`config.mk`:
```
export PLATFORM = sky130hd
export DESIGN_NAME = led_pattern_gen
export DESIGN_NICKNAME = d
export VERILOG_FILES = /design/src/rtl/led_pkg.sv /design/src/rtl/led_tick_gen.sv /design/src/rtl/led_pattern_gen.sv
export SDC_FILE = /design/constraint.sdc
export NUM_CORES = 1
export LEC_CHECK = 0
export ABC_AREA = 1
export CORE_MARGIN = 4
export CORE_UTILIZATION = 30
export DETAILED_ROUTE_END_ITERATION = 16
export SLEW_MARGIN = 40
export SYNTH_ARGS = -nofsm -noshare
export SYNTH_HDL_FRONTEND = slang
export SYNTH_HIERARCHICAL = 1
export SYNTH_SLANG_ARGS = --single-unit
```
`constraint.sdc`:
```
create_clock -name clk -period 5.4 [get_ports clk]
set_input_delay 0.81 -clock clk [delete_from_list [all_inputs] [get_ports clk]]
set_output_delay 0.81 -clock clk [all_outputs]
set_load 0.01 [all_outputs]
```
`src/rtl/led_pkg.sv`:
```
`default_nettype none
// ============================================================================
// Module      : led_pkg
// Description : Shared definitions for the key-press counter and the LED
//               pattern generator: mode encoding and default step period.
// Revision    : 1.0 - initial release
// ============================================================================
package led_pkg;

  typedef logic [2:0] mode_t;

  // Mode encoding, shared with the key counter that produces the held value.
  localparam mode_t MODE_OFF    = 3'd0;
  localparam mode_t MODE_ON     = 3'd1;
  localparam mode_t MODE_RUN_L  = 3'd2;
  localparam mode_t MODE_RUN_R  = 3'd3;
  localparam mode_t MODE_BOUNCE = 3'd4;
  localparam mode_t MODE_BLINK  = 3'd5;
  localparam mode_t MODE_COUNT  = 3'd6;
  localparam mode_t MODE_FILL   = 3'd7;

  // 0.25 s per pattern step at 50 MHz.
  localparam int unsigned TICK_CYCLES_DEFAULT = 12_500_000;

endpackage : led_pkg
`default_nettype wire

```
`src/rtl/led_tick_gen.sv`:
```
`default_nettype none
// ============================================================================
// Module      : led_tick_gen
// Description : Free-running step-period counter. Counts 0..TICK_CYCLES-1 and
//               flags the last count; a synchronous clear restarts the period.
// Revision    : 1.0 - initial release
// Ports       :
//   clk  in  1  system clock
//   rst  in  1  asynchronous active-low reset
//   clr  in  1  synchronous restart of the period (count forced to 0)
//   tick out 1  high while the registered count equals TICK_CYCLES-1
// ============================================================================
module led_tick_gen
  import led_pkg::*;
#(
  parameter int unsigned TICK_CYCLES = TICK_CYCLES_DEFAULT  // must be >= 2
) (
  input  logic clk,
  input  logic rst,
  input  logic clr,
  output logic tick
);

  localparam int unsigned     CNT_W    = $clog2(TICK_CYCLES);
  localparam logic [CNT_W-1:0] CNT_LAST = CNT_W'(TICK_CYCLES - 1);

  logic [CNT_W-1:0] cnt_q;
  logic [CNT_W-1:0] cnt_d;

  always_comb begin
    cnt_d = cnt_q + CNT_W'(1);
    if (clr || (cnt_q == CNT_LAST)) begin
      cnt_d = '0;
    end
  end

  always_ff @(posedge clk or negedge rst) begin
    if (!rst) begin
      cnt_q <= '0;
    end else begin
      cnt_q <= cnt_d;
    end
  end

  // Compare on the registered count; the consumer decides whether a clear
  // in the same cycle suppresses the step.
  assign tick = (cnt_q == CNT_LAST);

endmodule : led_tick_gen
`default_nettype wire

```
`src/rtl/led_pattern_gen.sv`:
```
`default_nettype none
// ============================================================================
// Module      : led_pattern_gen
// Description : Drives the LED bank with one of eight animated patterns chosen
//               by the held 3-bit mode. Patterns advance once per tick period;
//               any mode change reloads the pattern and restarts the period.
// Revision    : 1.0 - initial release
// Ports       :
//   clk  in  1      system clock
//   rst  in  1      asynchronous active-low reset
//   mode in  3      pattern select (held value from the key counter)
//   led  out LED_W  registered LED drive, 1 = on
//   step out 1      one-cycle pulse when led takes a stepped value
// ============================================================================
module led_pattern_gen
  import led_pkg::*;
#(
  parameter int unsigned LED_W       = 8,                   // must be >= 2
  parameter int unsigned TICK_CYCLES = TICK_CYCLES_DEFAULT  // must be >= 2
) (
  input  logic             clk,
  input  logic             rst,
  input  logic [2:0]       mode,
  output logic [LED_W-1:0] led,
  output logic             step
);

  localparam logic [LED_W-1:0] ALL_ONES = '1;
  localparam logic [LED_W-1:0] LSB_ONE  = LED_W'(1);
  localparam logic [LED_W-1:0] MSB_ONE  = {1'b1, {(LED_W-1){1'b0}}};

  mode_t            mode_q, mode_d;
  logic             dir_q, dir_d;      // bounce direction, 0 = toward MSB
  logic [LED_W-1:0] led_q, led_d;
  logic             step_q, step_d;

  logic mode_chg;
  logic tick;
  logic go_right;

  function automatic logic [LED_W-1:0] init_val(input mode_t m);
    case (m)
      MODE_ON, MODE_BLINK: init_val = ALL_ONES;
      MODE_RUN_L:          init_val = LSB_ONE;
      MODE_RUN_R:          init_val = MSB_ONE;
      MODE_BOUNCE:         init_val = LSB_ONE;
      default:             init_val = '0;   // OFF, COUNT, FILL
    endcase
  endfunction

  assign mode_chg = (mode != mode_q);

  led_tick_gen #(
    .TICK_CYCLES(TICK_CYCLES)
  ) u_tick (
    .clk (clk),
    .rst (rst),
    .clr (mode_chg),
    .tick(tick)
  );

  // Bounce turns around at either end. Deciding from the current position
  // (not only dir_q) means an endpoint can never shift the dot out of range.
  assign go_right = dir_q ? !led_q[0] : led_q[LED_W-1];

  always_comb begin
    mode_d = mode_q;
    dir_d  = dir_q;
    led_d  = led_q;
    step_d = 1'b0;

    if (mode_chg) begin
      mode_d = mode;
      led_d  = init_val(mode);
      dir_d  = 1'b0;
    end else if (tick) begin
      step_d = 1'b1;
      case (mode_q)
        MODE_OFF: led_d = '0;
        MODE_ON:  led_d = ALL_ONES;
        MODE_RUN_L: begin
          // A lost dot (not one-hot) is re-seeded rather than rotated.
          if ($onehot(led_q)) led_d = {led_q[LED_W-2:0], led_q[LED_W-1]};
          else                led_d = LSB_ONE;
        end
        MODE_RUN_R: begin
          if ($onehot(led_q)) led_d = {led_q[0], led_q[LED_W-1:1]};
          else                led_d = MSB_ONE;
        end
        MODE_BOUNCE: begin
          if (!$onehot(led_q)) begin
            led_d = LSB_ONE;
            dir_d = 1'b0;
          end else if (go_right) begin
            led_d = led_q >> 1;
            dir_d = !led_d[0];
          end else begin
            led_d = led_q << 1;
            dir_d = led_d[LED_W-1];
          end
        end
        MODE_BLINK: led_d = (led_q == ALL_ONES) ? '0 : ALL_ONES;
        MODE_COUNT: led_d = led_q + LSB_ONE;
        MODE_FILL: begin
          // Only thermometer codes (0, 1, 3, ..., all-ones) are legal here.
          if ((led_q == ALL_ONES) || ((led_q & (led_q + LSB_ONE)) != '0)) begin
            led_d = '0;
          end else begin
            led_d = (led_q << 1) | LSB_ONE;
          end
        end
        default: led_d = '0;
      endcase
    end
  end

  always_ff @(posedge clk or negedge rst) begin
    if (!rst) begin
      mode_q <= MODE_OFF;
      dir_q  <= 1'b0;
      led_q  <= '0;
      step_q <= 1'b0;
    end else begin
      mode_q <= mode_d;
      dir_q  <= dir_d;
      led_q  <= led_d;
      step_q <= step_d;
    end
  end

  assign led  = led_q;
  assign step = step_q;

endmodule : led_pattern_gen
`default_nettype wire

```
==> summary.txt, run 1 <==
Die
  • Rows: 35
  • # IOs: 14
  • Starting density of the core: 31.1%
  • Die Wd: 107 µm
  • Core box area: 9370 µm²
  • Die area: 11400 µm²
  • Die H: 107 µm

Placed design
  • Area after DPL: 3150 µm²
  • Final HPWL DP: 5070 µm
  • Port Buffers: 13
  • Gp weighted congestion: 0.904

Power
  • Switching power: 254 µW
  • Peak supply drop: 0.0000720 V
  • Register share of total power: 42.8%
  • Gate power share: 29.6%
  • Clk pwr share: 27.6%
  • Net Sw Frac: 35.3%
  • Leakage Power: 1.47 nW
  • PwrDens: 223 nW/µm²
  • Internal Pwr Total: 466 µW

Finish
  • Diode count: 0
  • Fin util: 34.5%
  • Post-route cell area: 3240 µm²
  • NumNets Final: 453
  • Area Overhead vs Synth: 10.9%
  • Layout cells sized above 1: 11.6%

Timing
  • Worst-margin pin slew: 0.493 ns
  • Fin crit period: 4.03 ns
  • Tcrit/Tclk final: 74.6%
  • Setup Skew: 0.00682 ns
  • Slew Limit Fails: 0
  • Setup tns final: 0 ns
  • Hold Fails Final Rpt: 0
  • Slew margin rel.: 66.8%
  • F_max: 0.248 GHz
  • Setup violations, final: 0
  • RSZ-0062 raised after global routing: no

Synth
  • Number of synthesized register bits: 37
  • Top cells by area, synth: dfrtp_1 32%, nand2_1 15%, nor2_1 8.5%
  • Top FF cell, synth: dfrtp_1
  • Share of the synthesized area in the top cell type: 31.7%
  • Mapped Nets: 440
  • Synthesized area: 2920 µm²
  • Sequential area share after synthesis: 31.7%
  • Warnings, synthesis: 6
  • Post-synth top area cell: dfrtp_1
  • Top cells by count, synth: 120 x nand2_1, 66 x nor2_1, 58 x inv_1, 37 x dfrtp_1, 26 x nand3_1
  • Post-synth EDFFs: 0
  • Synthesized area per cell: 6.96 µm²
  • Most common cell in the netlist: nand2_1
  • Asr flop ratio synth: 100%
  • Mapped Cells: 419
  • Netlist cell types: 35

Setup path
  • Setup Crit Path Kind: register to register
  • Crit. End Element: register
  • Max Fanout on Critical Path: 7
  • Critical path's largest stage delay: 0.58 ns
  • Worst path depth: 17
  • CP bufs+invs: 4
  • Worst Path Arrival: 4.21 ns
  • CP delay by family, top: adder cells
  • Slowest-stage cell, CP: fa_1
  • Req. time, crit path: 5.58 ns
  • Startpoint class of the critical path: register
  • CP cell instances: inv_1 -> fa_1 -> fa_1 -> fa_1 -> inv_1 -> ha_1 -> inv_1 -> fa_1 -> nand2_1 -> inv_1 -> nand2_1 -> a21oi_1 -> o21ai_0 -> nand2_1 -> nand4_1 -> nand2_1 -> nand2_1
  • Reg2Reg Depth: 17
  • Most common cell on crit path: nand2_1

Drt
  • Post-route DRC: 0
  • First-pass DRT Iterations: 5
  • Via density: 4.56
  • Antenna-violating nets left: 0
  • Initial drt markers: 198
  • DR WL/cell: 11.8 µm
  • Total number of vias: 2559
  • WL final: 6620 µm

Global route
  • Vias in the first global route: 2442
  • M3 GR Usage: 1.75%
  • GRT Total Usage: 12.5%
  • First-pass GRT wire length: 11600 µm
  • Grt met1 use: 17.9%
  • Met2 GRT Util: 19.3%
  • Global route total overflow: 0
  • Initial antenna violation count: 0
  • Pin count of the biggest net entering global routing: 38
  • Busiest grt layer: met2

Clocking
  • Root buffer cell: clkbuf_8
  • Post-CTS Setup Bufs: 0
  • Clk pin slew, worst setup/hold paths: 0.08 ns
  • Max Root-Sink Buffers: 2
  • CTS tree: yes
  • Number of H-tree levels: 2
  • Post-CTS sizing: 0
  • Clk Latency, worst-skew pair: 0.29 ns
  • Hold Buf Count CTS: 0
  • Clock sinks: 37
  • CTS Buf Count: 5

Min path
  • HP Class: input port to async pin

Job
  • Max-cap viol count: 0

Run status
  • Status: finished clean
cell usage in the layout (no fill, tap or decap), types with 6 or more instances in the layout:
| cell | synthesis | final |
|---|---|---|
| nand2_2 | 8 | 8 |
| nand3_1 | 26 | 26 |
| dfrtp_1 | 37 | 37 |
| clkbuf_8 | 0 | 6 |
| inv_1 | 58 | 58 |
| nor2_1 | 66 | 66 |
| nor2_2 | 10 | 10 |
| xor2_1 | 12 | 12 |
| nand4_1 | 8 | 8 |
| ha_1 | 12 | 12 |
| clkdlybuf4s50_1 | 0 | 12 |
| nand2_1 | 120 | 120 |
cell type report:
type | instances | area (µm²)
multi-input cells | 313 | 1700
flip-flops and latches | 37 | 926
inverters | 62 | 238
well taps | 129 | 161
clock buffers | 7 | 86.3
repair buffers | 13 | 128
fillers | 1031 | 6130
power by group through the flow:
stage	combinational, mW	clock [mW]	sequential [mW]
floorplan	0.152	0	0.308
global placement	0.207	0	0.314
detailed placement	0.213	0	0.314
CTS	0.214	0.206	0.309
global route	0.247	0.218	0.311
finish	0.213	0.199	0.309
kinds of logic (layout without fill, tap and decap cells):
family                     after synthesis  count (layout)  synth area share [%]
DFF                                     37              37                  31.7
AOI/OAI and AO/OA                       23              23                  4.97
buffers and inverters                   69              82                  10.1
adders and majority gates               16              16                  7.89
and+or+nand+nor                        259             259                  40.8
xor gates and xnor gates                15              15                  4.50
metal layers:
metal | vias up | wire length (µm)
met5 | - | 0
met4 | 0 | 119
met3 | 10 | 264
met2 | 64 | 2940
met1 | 1177 | 3300
li1 | 1308 | -
state kept, by name, indices dropped and copies added (netlist names):
name          cells
mode_q            3
dir_q             1
led               8
step              1
u_tick/cnt_q     24
worst paths after layout:
check | slack [ns] | startpoint | to
worst min register to register | 0.50 | u_tick/cnt_q[0]$_DFF_PN0_ | u_tick/cnt_q[0]$_DFF_PN0_
worst max register to register | 1.37 | led[0]$_DFFE_PN0P_ | led[0]$_DFFE_PN0P_
min in group clk | 0.50 | u_tick/cnt_q[0]$_DFF_PN0_ | u_tick/cnt_q[0]$_DFF_PN0_
worst max-delay path | 1.37 | led[0]$_DFFE_PN0P_ | led[0]$_DFFE_PN0P_
worst min-delay path | 0.48 | rst | u_tick/cnt_q[13]$_DFF_PN0_
max in group asynchronous | 4.59 | rst | led[3]$_DFFE_PN0P_
per-stage QoR:
step	instances	worst slack [ns]	total power, mW	hold WS [ns]
2_1_floorplan	419	1.80	0.461	0.450
3_3_place_gp	554	1.53	0.522	0.491
3_5_place_dp	554	1.45	0.527	0.502
4_1_cts	561	1.42	0.728	0.489
5_1_grt	561	1.13	0.776	0.510
6_report	561	1.37	0.721	0.480
Power figures use the tool's default switching activity.
==> inputs of run 2 (changes only) <==
Clock period 5.4 ns to 3.6 ns, I/O delays scaled along.
==> run 2 against run 1 <==
  * Non-clock buffer count rose by 9
  * Clock skew rose by 0.0014 ns
  * Wire length increased by 4.2%
  * Clock power up 44%
  * Core utilization is 1.5 points higher
  * Global-route usage is 0.53 points higher
  * Sequential power grew 47%
  * Combinational power rose by 120%
  * Setup slack worse by 1.3 ns
  * First-iteration DRC count decreased by 15%
==> summary.txt, run 2 (synthesized netlist as in run 1, its figures left out) <==
Drt
  • Post-route DRC: 0
  • Antenna-violating nets left: 0
  • First-pass DRT Iterations: 5
  • Initial drt markers: 168
  • WL final: 6890 µm
  • DR WL/cell: 12.1 µm
  • Via density: 4.58
  • Total number of vias: 2618

Die
  • # IOs: 14
  • Die Wd: 107 µm
  • Starting density of the core: 31.1%
  • Die H: 107 µm
  • Rows: 35
  • Die area: 11400 µm²
  • Core box area: 9370 µm²

Finish
  • Fin util: 36.0%
  • Reg with most FFs: u_tick/cnt_q
  • Max FFs per register: 24
  • NumNets Final: 462
  • Most frequent cells in the layout: 115 x nand2_1, 66 x nor2_1, 53 x inv_1, 37 x dfrtp_1, 24 x nand3_1
  • Commonest non-fill, non-tap cell in the layout: nand2_1
  • Diode count: 0
  • Layout cells sized above 1: 17.0%
  • Area Overhead vs Synth: 15.6%
  • FILL cells: 989

Setup path
  • Critical path's largest stage delay: 0.56 ns
  • Max Fanout on Critical Path: 3
  • Req. time, crit path: 3.82 ns
  • Reg2Reg Depth: 19
  • R2r setup slk: 0.05 ns
  • Setup Crit Path Kind: register to register
  • Worst Path Arrival: 3.77 ns
  • CP cell instances: inv_2 -> fa_1 -> fa_1 -> fa_1 -> inv_1 -> ha_2 -> inv_2 -> fa_1 -> nand2_1 -> inv_2 -> nand2_4 -> a21oi_4 -> buf_6 -> nand3_2 -> nand2_1 -> inv_1 -> nand2_1 -> nand2_1 -> a21oi_2
  • Slowest-stage cell, CP: fa_1
  • Reg2reg start: led[0]$_DFFE_PN0P_
  • Crit. End Element: register
  • R2R Path End: led[4]$_DFFE_PN0P_
  • Startpoint class of the critical path: register

Run status
  • Status: finished clean

Power
  • Tot Pwr: 1.21 mW
  • Clk pwr share: 23.6%
  • Switching power: 455 µW
  • PwrDens: 360 nW/µm²
  • Gate power share: 39.0%
  • Leakage Power: 1.52 nW
  • Register share of total power: 37.4%
  • Internal Pwr Total: 759 µW
  • Net Sw Frac: 37.5%
  • Peak supply drop: 0.000150 V

Timing
  • Fin crit period: 3.55 ns
  • Setup violations, final: 0
  • RSZ-0062 raised after global routing: yes
  • F_max: 0.282 GHz
  • Worst-margin pin slew: 0.476 ns
  • Setup tns final: 0 ns
  • Slew Limit Fails: 0
  • Setup Skew: 0.00820 ns
  • Slew margin rel.: 68.3%
  • Hold Fails Final Rpt: 0
  • Tcrit/Tclk final: 98.5%

Clocking
  • Number of H-tree levels: 2
  • Clk pin slew, worst setup/hold paths: 0.08 ns
  • Hold Buf Count CTS: 0
  • Clock sinks: 37
  • Clk Latency, worst-skew pair: 0.30 ns
  • Root buffer cell: clkbuf_8
  • CTS tree: yes
  • Max Root-Sink Buffers: 2
  • CTS Buf Count: 5

Global route
  • First-pass GRT wire length: 12000 µm
  • Vias in the first global route: 2536
  • Global route total overflow: 0
  • GRT Total Usage: 13.0%
  • Initial antenna violation count: 0
  • Pin count of the biggest net entering global routing: 38

Job
  • Max-cap viol count: 0

Placed design
  • Port Buffers: 13
  • Gp weighted congestion: 0.939
  • Final HPWL DP: 5180 µm

Min path
  • HP Class: input port to async pin
-- run 2: changes by cell type in the layout (fill, tap and decap cells not counted), moves of 3 or more --
cell and change:
buf_4 +8, inv_1 -5, inv_2 +5, nand2_1 -5, nand2_4 +3
-- run 2: area by class of cell --
| class | instances | area (µm²) | share of cell area [%] |
|---|---|---|---|
| clock buffer | 8 | 80.1 | 2.37 |
| inverter | 62 | 238 | 7.05 |
| multi-input combinational | 313 | 1770 | 52.4 |
| sequential | 37 | 926 | 27.4 |
| tap | 129 | 161 | 4.78 |
| timing repair buffer | 22 | 199 | 5.90 |
-- run 2: what timing repair did --
item	in CTS	in global routing
buffers inserted	0	2
pin swaps	0	5
endpoints found under the setup margin	2	9
resized for setup	1	23
-- run 2: power by group through the flow --
stage,Clock (mW),Sequential [mW],Combinational [mW]
global route,0.315,0.457,0.528
detailed placement,0,0.461,0.352
floorplan,0,0.463,0.234
finish,0.287,0.454,0.473
CTS,0.304,0.453,0.365
global placement,0,0.461,0.341
-- run 2: layer usage --
layer | track usage [%] | wire (µm) | vias to the layer above | share of wire (%)
met5 | 0 | 0 | - | 0
met4 | 4.11 | 92 | 0 | 1.3
met3 | 1.81 | 358 | 9 | 5.2
met2 | 20.8 | 3180 | 77 | 46
met1 | 18.2 | 3260 | 1198 | 47
li1 | - | - | 1334 | -
-- run 2: worst max-delay path: cells and delay by family (launching register included) --
kind	cells	cell delay (ns)
adder cells (fa/ha/maj)	5	2.09
AO/OA/AOI/OAI	2	0.28
buffers and inverters	6	0.39
AND/OR/NAND/NOR	6	0.34
flip-flops	1	0.37
-- run 2: metrics by stage --
stage	worst slack, ns	instance area (µm²)	std cells	hold WS (ns)
2_1_floorplan	0.0808	2920	419	0.244
5_1_grt	-0.155	3370	571	0.243
4_1_cts	0.00493	3290	569	0.218
3_3_place_gp	0.125	3200	561	0.502
3_5_place_dp	-0.0232	3210	561	0.513
6_report	0.0538	3370	571	0.204
-- run 2: how the worst max path moves through the flow --
stage                                  start            endpoint  slack, ns
after floorplan           led[0]$_DFFE_PN0P_  led[4]$_DFFE_PN0P_       0.08
after global placement    led[0]$_DFFE_PN0P_  led[6]$_DFFE_PN0P_       0.13
after detailed placement  led[0]$_DFFE_PN0P_  led[4]$_DFFE_PN0P_      -0.02
after CTS                 led[0]$_DFFE_PN0P_  led[4]$_DFFE_PN0P_      0.005
after global routing      led[0]$_DFFE_PN0P_  led[0]$_DFFE_PN0P_      -0.16
final                     led[0]$_DFFE_PN0P_  led[4]$_DFFE_PN0P_       0.05
